### config.mk
export PLATFORM = sky130hd
export DESIGN_NAME = ir_key_event_ctrl
export DESIGN_NICKNAME = d
export VERILOG_FILES = /design/src/rtl/ir_key_event_ctrl.sv
export SDC_FILE = /design/constraint.sdc
export NUM_CORES = 1
export LEC_CHECK = 0
export BUFFER_PORTS_ARGS = -buffer_cell sky130_fd_sc_hd__buf_4
export CAP_MARGIN = 20
export CORE_ASPECT_RATIO = 0.5
export CORE_UTILIZATION = 55
export DETAILED_ROUTE_END_ITERATION = 8
export GPL_ROUTABILITY_DRIVEN = 0
export GPL_TIMING_DRIVEN = 0
export PLACE_DENSITY_LB_ADDON = 0.25
export SYNTH_ARGS = -nofsm -noshare
export SYNTH_HDL_FRONTEND = slang
export SYNTH_SLANG_ARGS = --single-unit
### constraint.sdc
create_clock -name clk -period 4.2 [get_ports clk]
set_clock_uncertainty 0.1 [all_clocks]
set_input_delay 0.42 -clock clk [delete_from_list [all_inputs] [get_ports clk]]
set_output_delay 0.42 -clock clk [all_outputs]
set_load 0.03 [all_outputs]
### src/rtl/ir_key_event_ctrl.sv
// Key event controller behind the NEC IR decoder: press/hold/release events,
// saturating repeat counter, two-key display word and the key-held LED.
module ir_key_event_ctrl #(
  parameter int CLK_FREQ = 50_000_000,
  parameter int HOLD_MS  = 150
) (
  input  logic        clk,
  input  logic        rst_n,
  input  logic [7:0]  data_in,
  input  logic        data_valid,
  input  logic        is_repeat,
  output logic [15:0] disp_data,
  output logic        key_held,
  output logic        key_press,
  output logic        key_release,
  output logic [7:0]  repeat_cnt
);

  localparam int HOLD_CYC = (CLK_FREQ / 1000) * HOLD_MS;
  localparam int HW       = $clog2(HOLD_CYC + 1);

  typedef enum logic [0:0] {
    IDLE = 1'b0,
    HELD = 1'b1
  } state_t;

  state_t        state;
  state_t        state_nxt;
  logic [HW-1:0] hold_cnt;
  logic [HW-1:0] hold_nxt;
  logic [15:0]   disp_nxt;
  logic [7:0]    cnt_nxt;
  logic          press_nxt;
  logic          release_nxt;
  logic          new_key;
  logic          rpt_key;

  assign new_key = data_valid & ~is_repeat;
  assign rpt_key = data_valid &  is_repeat;

  // Next-state and next-output decode; a strobe always beats hold expiry.
  always_comb begin
    state_nxt   = state;
    hold_nxt    = hold_cnt;
    disp_nxt    = disp_data;
    cnt_nxt     = repeat_cnt;
    press_nxt   = 1'b0;
    release_nxt = 1'b0;
    case (state)
      IDLE: begin
        if (new_key) begin
          disp_nxt  = {disp_data[7:0], data_in};
          cnt_nxt   = 8'd0;
          hold_nxt  = HW'(HOLD_CYC);
          press_nxt = 1'b1;
          state_nxt = HELD;
        end else begin
          state_nxt = IDLE;
        end
      end
      HELD: begin
        if (new_key) begin
          disp_nxt  = {disp_data[7:0], data_in};
          cnt_nxt   = 8'd0;
          hold_nxt  = HW'(HOLD_CYC);
          press_nxt = 1'b1;
        end else if (rpt_key) begin
          cnt_nxt  = (repeat_cnt == 8'hFF) ? 8'hFF : repeat_cnt + 8'd1;
          hold_nxt = HW'(HOLD_CYC);
        end else if (hold_cnt <= HW'(1)) begin
          // Last cycle of the window: drop to IDLE and emit the release pulse.
          hold_nxt    = '0;
          release_nxt = 1'b1;
          state_nxt   = IDLE;
        end else begin
          hold_nxt = hold_cnt - HW'(1);
        end
      end
      default: begin
        state_nxt = IDLE;
        hold_nxt  = '0;
      end
    endcase
  end

  // State, counter and registered outputs.
  always_ff @(posedge clk or negedge rst_n) begin
    if (!rst_n) begin
      state       <= IDLE;
      hold_cnt    <= '0;
      disp_data   <= 16'h0000;
      repeat_cnt  <= 8'd0;
      key_held    <= 1'b0;
      key_press   <= 1'b0;
      key_release <= 1'b0;
    end else begin
      state       <= state_nxt;
      hold_cnt    <= hold_nxt;
      disp_data   <= disp_nxt;
      repeat_cnt  <= cnt_nxt;
      key_held    <= (state_nxt == HELD);
      key_press   <= press_nxt;
      key_release <= release_nxt;
    end
  end

endmodule
==> impl_results.md <==
* Worst EP required at 4240 ps
* Final Hold Vio Count at 0
* DIE WIDTH at 96.65 microns
* Nets at 303
* Fin. max-slew vios at 0
* Post-layout minimum cycle time at 2915 ps
* Synth Instances at 243
* # rows at 16
* Post-synth EDFFs at 0
* Crit path buffers/inverters at 2
* Worst setup path endpoint: hold_cnt[20]
* Share of cells above drive strength 1 at 0.2361
* Routed WL at 5.549 mm
* Endpoint class of the critical path: register
* TNS Setup at 0 ps
* Port bufs at 38
* Fin util at 0.7160
* Final HPWL DP at 3.911 mm
* PD cells at 402.8 nW/um^2
* DP Worst Slack at 1336 ps
* H-tree levels at 2
* Detailed-route via count at 2133
* CP max FO at 8
* Initial antenna violation count at 0
* Clk_lat worst skew at 310 ps
* Worst Tran Pin Value at 836.5 ps
* Final setup margin at 1285 ps
* Critical-path top delay cell: nor4_2
* Grt ovf at 0
* WP data arrival at 2960 ps
* Max_cap viols at 0
* Post-route DRC at 0
* Commonest non-fill, non-tap cells in the layout: 50 x dfrtp_1, 38 x buf_4, 20 x nand2_1
* Slew HR at 0.4412
* Routed len/inst at 16.23 microns
* Worst r2r path cells at 8
* Critical path's largest stage delay at 630 ps
* Number of global-route vias before repair at 2131
* Core area at 4084 sq um
* # setup viols final at 0
* First-pass GRT wire length at 9.604 mm
* Post-CTS Resized at 0
* Clk buf depth at 2
* Status: finished, final reports clean
* Min Hold Slack at 28.75 ps
* Die footprint at 4767 sq um
* CTS Hold Bufs at 0
* R2R Setup Slk at 1280 ps
* CTS tree: built
* Synthesized cell area at 2464 sq um
* CTS buffer count at 5
* Antenna cells at 0
* Worst reg2reg startpoint: hold_cnt[0]
* Clock root buffer: clkbuf_8
* Critical path's top delay family: simple AND/OR/NAND/NOR gates
* Worst R2R End: hold_cnt[20]
* Ys flop type: dfrtp_1
* #FFs+latches synth at 50
* Peak Freq at 343.0 MHz
* Vias/cell at 6.237
* Min-Delay Path Class: input pin to asynchronous set/reset pin
* Critical path depth at 8
* DRT iter0 DRCs at 135
* Post-synth ARST share at 1.000
* Worst setup SP type: register
* Syn_area_per_cell at 10.14 sq um
* VDD IR-drop max at 0.2611 mV
* Chip Height at 49.33 microns
* Critical setup path kind: register to register
* Total GRT Usage at 0.2568
* Area Overhead vs Synth at 18.69%
* # clock sinks at 50
* Largest net degree at the start of global routing at 51
* Yosys Warn Count at 0
* Part of the cycle the worst path needs at 0.6941
* Leak Pwr at 1.232 nW
* Commonest non-fill, non-tap cell in the layout: dfrtp_1
* Post-CTS Setup Inserts at 0
* Initial core utilization at 0.6032
* Critical-path cell list: clkbuf_1 -> inv_1 -> ha_1 -> or3b_2 -> nor4_2 -> nand2_1 -> o21ai_0 -> o311ai_0
* Post-synthesis cell type count at 44
* Final ANT Viol Nets at 0
* Sequential cell area fraction in the yosys report at 0.5079
* DR pass1 iterations at 4
* Net Count, Synth at 258
* Top Ports at 39
* Critical path launch point: hold_cnt[0]
* Worst-path clk slew at 90 ps
* Unrepaired setup endpoints after global routing: no
-- through the flow --
stage	instance area (sq um)	total power, mW	instances
floorplan	2464	0.7467	243
finish	2924	1.178	342
global route	2924	1.238	342
global placement	2816	0.8415	335
detailed placement	2816	0.8520	335
CTS	2924	1.186	342
-- power breakdown --
| part | internal, mW | switching (mW) | leakage, nW |
|---|---|---|---|
| clock | 0.175 | 0.160 | 0.0542 |
| combinational | 0.108 | 0.152 | 0.579 |
| sequential | 0.534 | 0.0488 | 0.598 |
-- area by class of cell --
| cell class | instances | area (sq um) |
|---|---|---|
| buffer | 11 | 41.29 |
| clock buffer | 5 | 68.82 |
| clock inverter | 2 | 38.79 |
| fill | 306 | 1160 |
| inverter | 8 | 30.03 |
| multi-input combinational | 174 | 1141 |
| sequential | 50 | 1251 |
| tap | 54 | 67.56 |
| timing repair buffer | 38 | 285.3 |
-- worst min path at each step --
| stage | start | end | slack [ps] | depth (start not counted) |
|---|---|---|---|---|
| global route | rst_n | hold_cnt[18] | 80 | 1 |
| floorplan | rst_n | disp_data[0] | 20 | 0 |
| finish | rst_n | repeat_cnt[2] | 30 | 1 |
| detailed placement | rst_n | repeat_cnt[2] | 380 | 1 |
| global placement | rst_n | repeat_cnt[2] | 370 | 1 |
| CTS | rst_n | hold_cnt[15] | 40 | 1 |
-- logic make-up (layout without fill, tap and decap cells) --
family | Yosys count | after routing | share of synthesized area
flip-flops | 50 | 50 | 0.5079
multiplexers | 18 | 18 | 0.08126
buffers and inverters | 19 | 64 | 0.02895
AND/OR/NAND/NOR | 92 | 92 | 0.2037
AO/OA/AOI/OAI | 61 | 61 | 0.1630
adder cells (fa/ha/maj) | 3 | 3 | 0.01524
-- state kept, by name (all words and copies together) (netlist names) --
register     flops
disp_data       16
hold_cnt        23
key_press        1
key_release      1
repeat_cnt       8
state            1
-- worst reg2reg max path: stages, from the launching register on --
cell	delay [ps]
dfrtp_1	390
clkbuf_1	190
inv_1	90
ha_1	250
or3b_2	520
nor4_2	630
nand2_1	250
o21ai_0	190
o311ai_0	140
-- per-layer routing --
metal / wire, microns / part of all wire / global-route usage
met4: 102 / 0.018 / 0.1294
met3: 443 / 0.080 / 0.08166
met5: 0 / 0 / 0
met1: 2492 / 0.45 / 0.3164
met2: 2512 / 0.45 / 0.4131
-- synthesized netlist by cell type, types with 2 or more instances --
cell | instances | area (sq um)
or3_1 | 5 | 31.28
mux2i_1 | 2 | 20.02
o211ai_1 | 2 | 15.01
nand3_1 | 11 | 55.05
mux2_2 | 16 | 180.2
nor2_1 | 13 | 48.80
nor2b_1 | 2 | 12.51
nand4_1 | 2 | 12.51
o31ai_1 | 4 | 30.03
or2_2 | 2 | 12.51
clkbuf_1 | 10 | 37.54
o21ai_0 | 16 | 80.08
dfrtp_1 | 50 | 1251
a31oi_1 | 7 | 43.79
nand2_1 | 20 | 75.07
o41ai_1 | 2 | 17.52
or4_1 | 3 | 22.52
nor3_1 | 10 | 50.05
inv_1 | 8 | 30.03
a211o_1 | 2 | 17.52
o311ai_0 | 3 | 26.28
and3_1 | 7 | 43.79
nand2b_1 | 2 | 12.51
a21oi_1 | 14 | 70.07
ha_1 | 3 | 37.54
a221o_1 | 3 | 30.03
nor4_1 | 7 | 43.79
No activity file was read; power rests on OpenSTA's default activity.
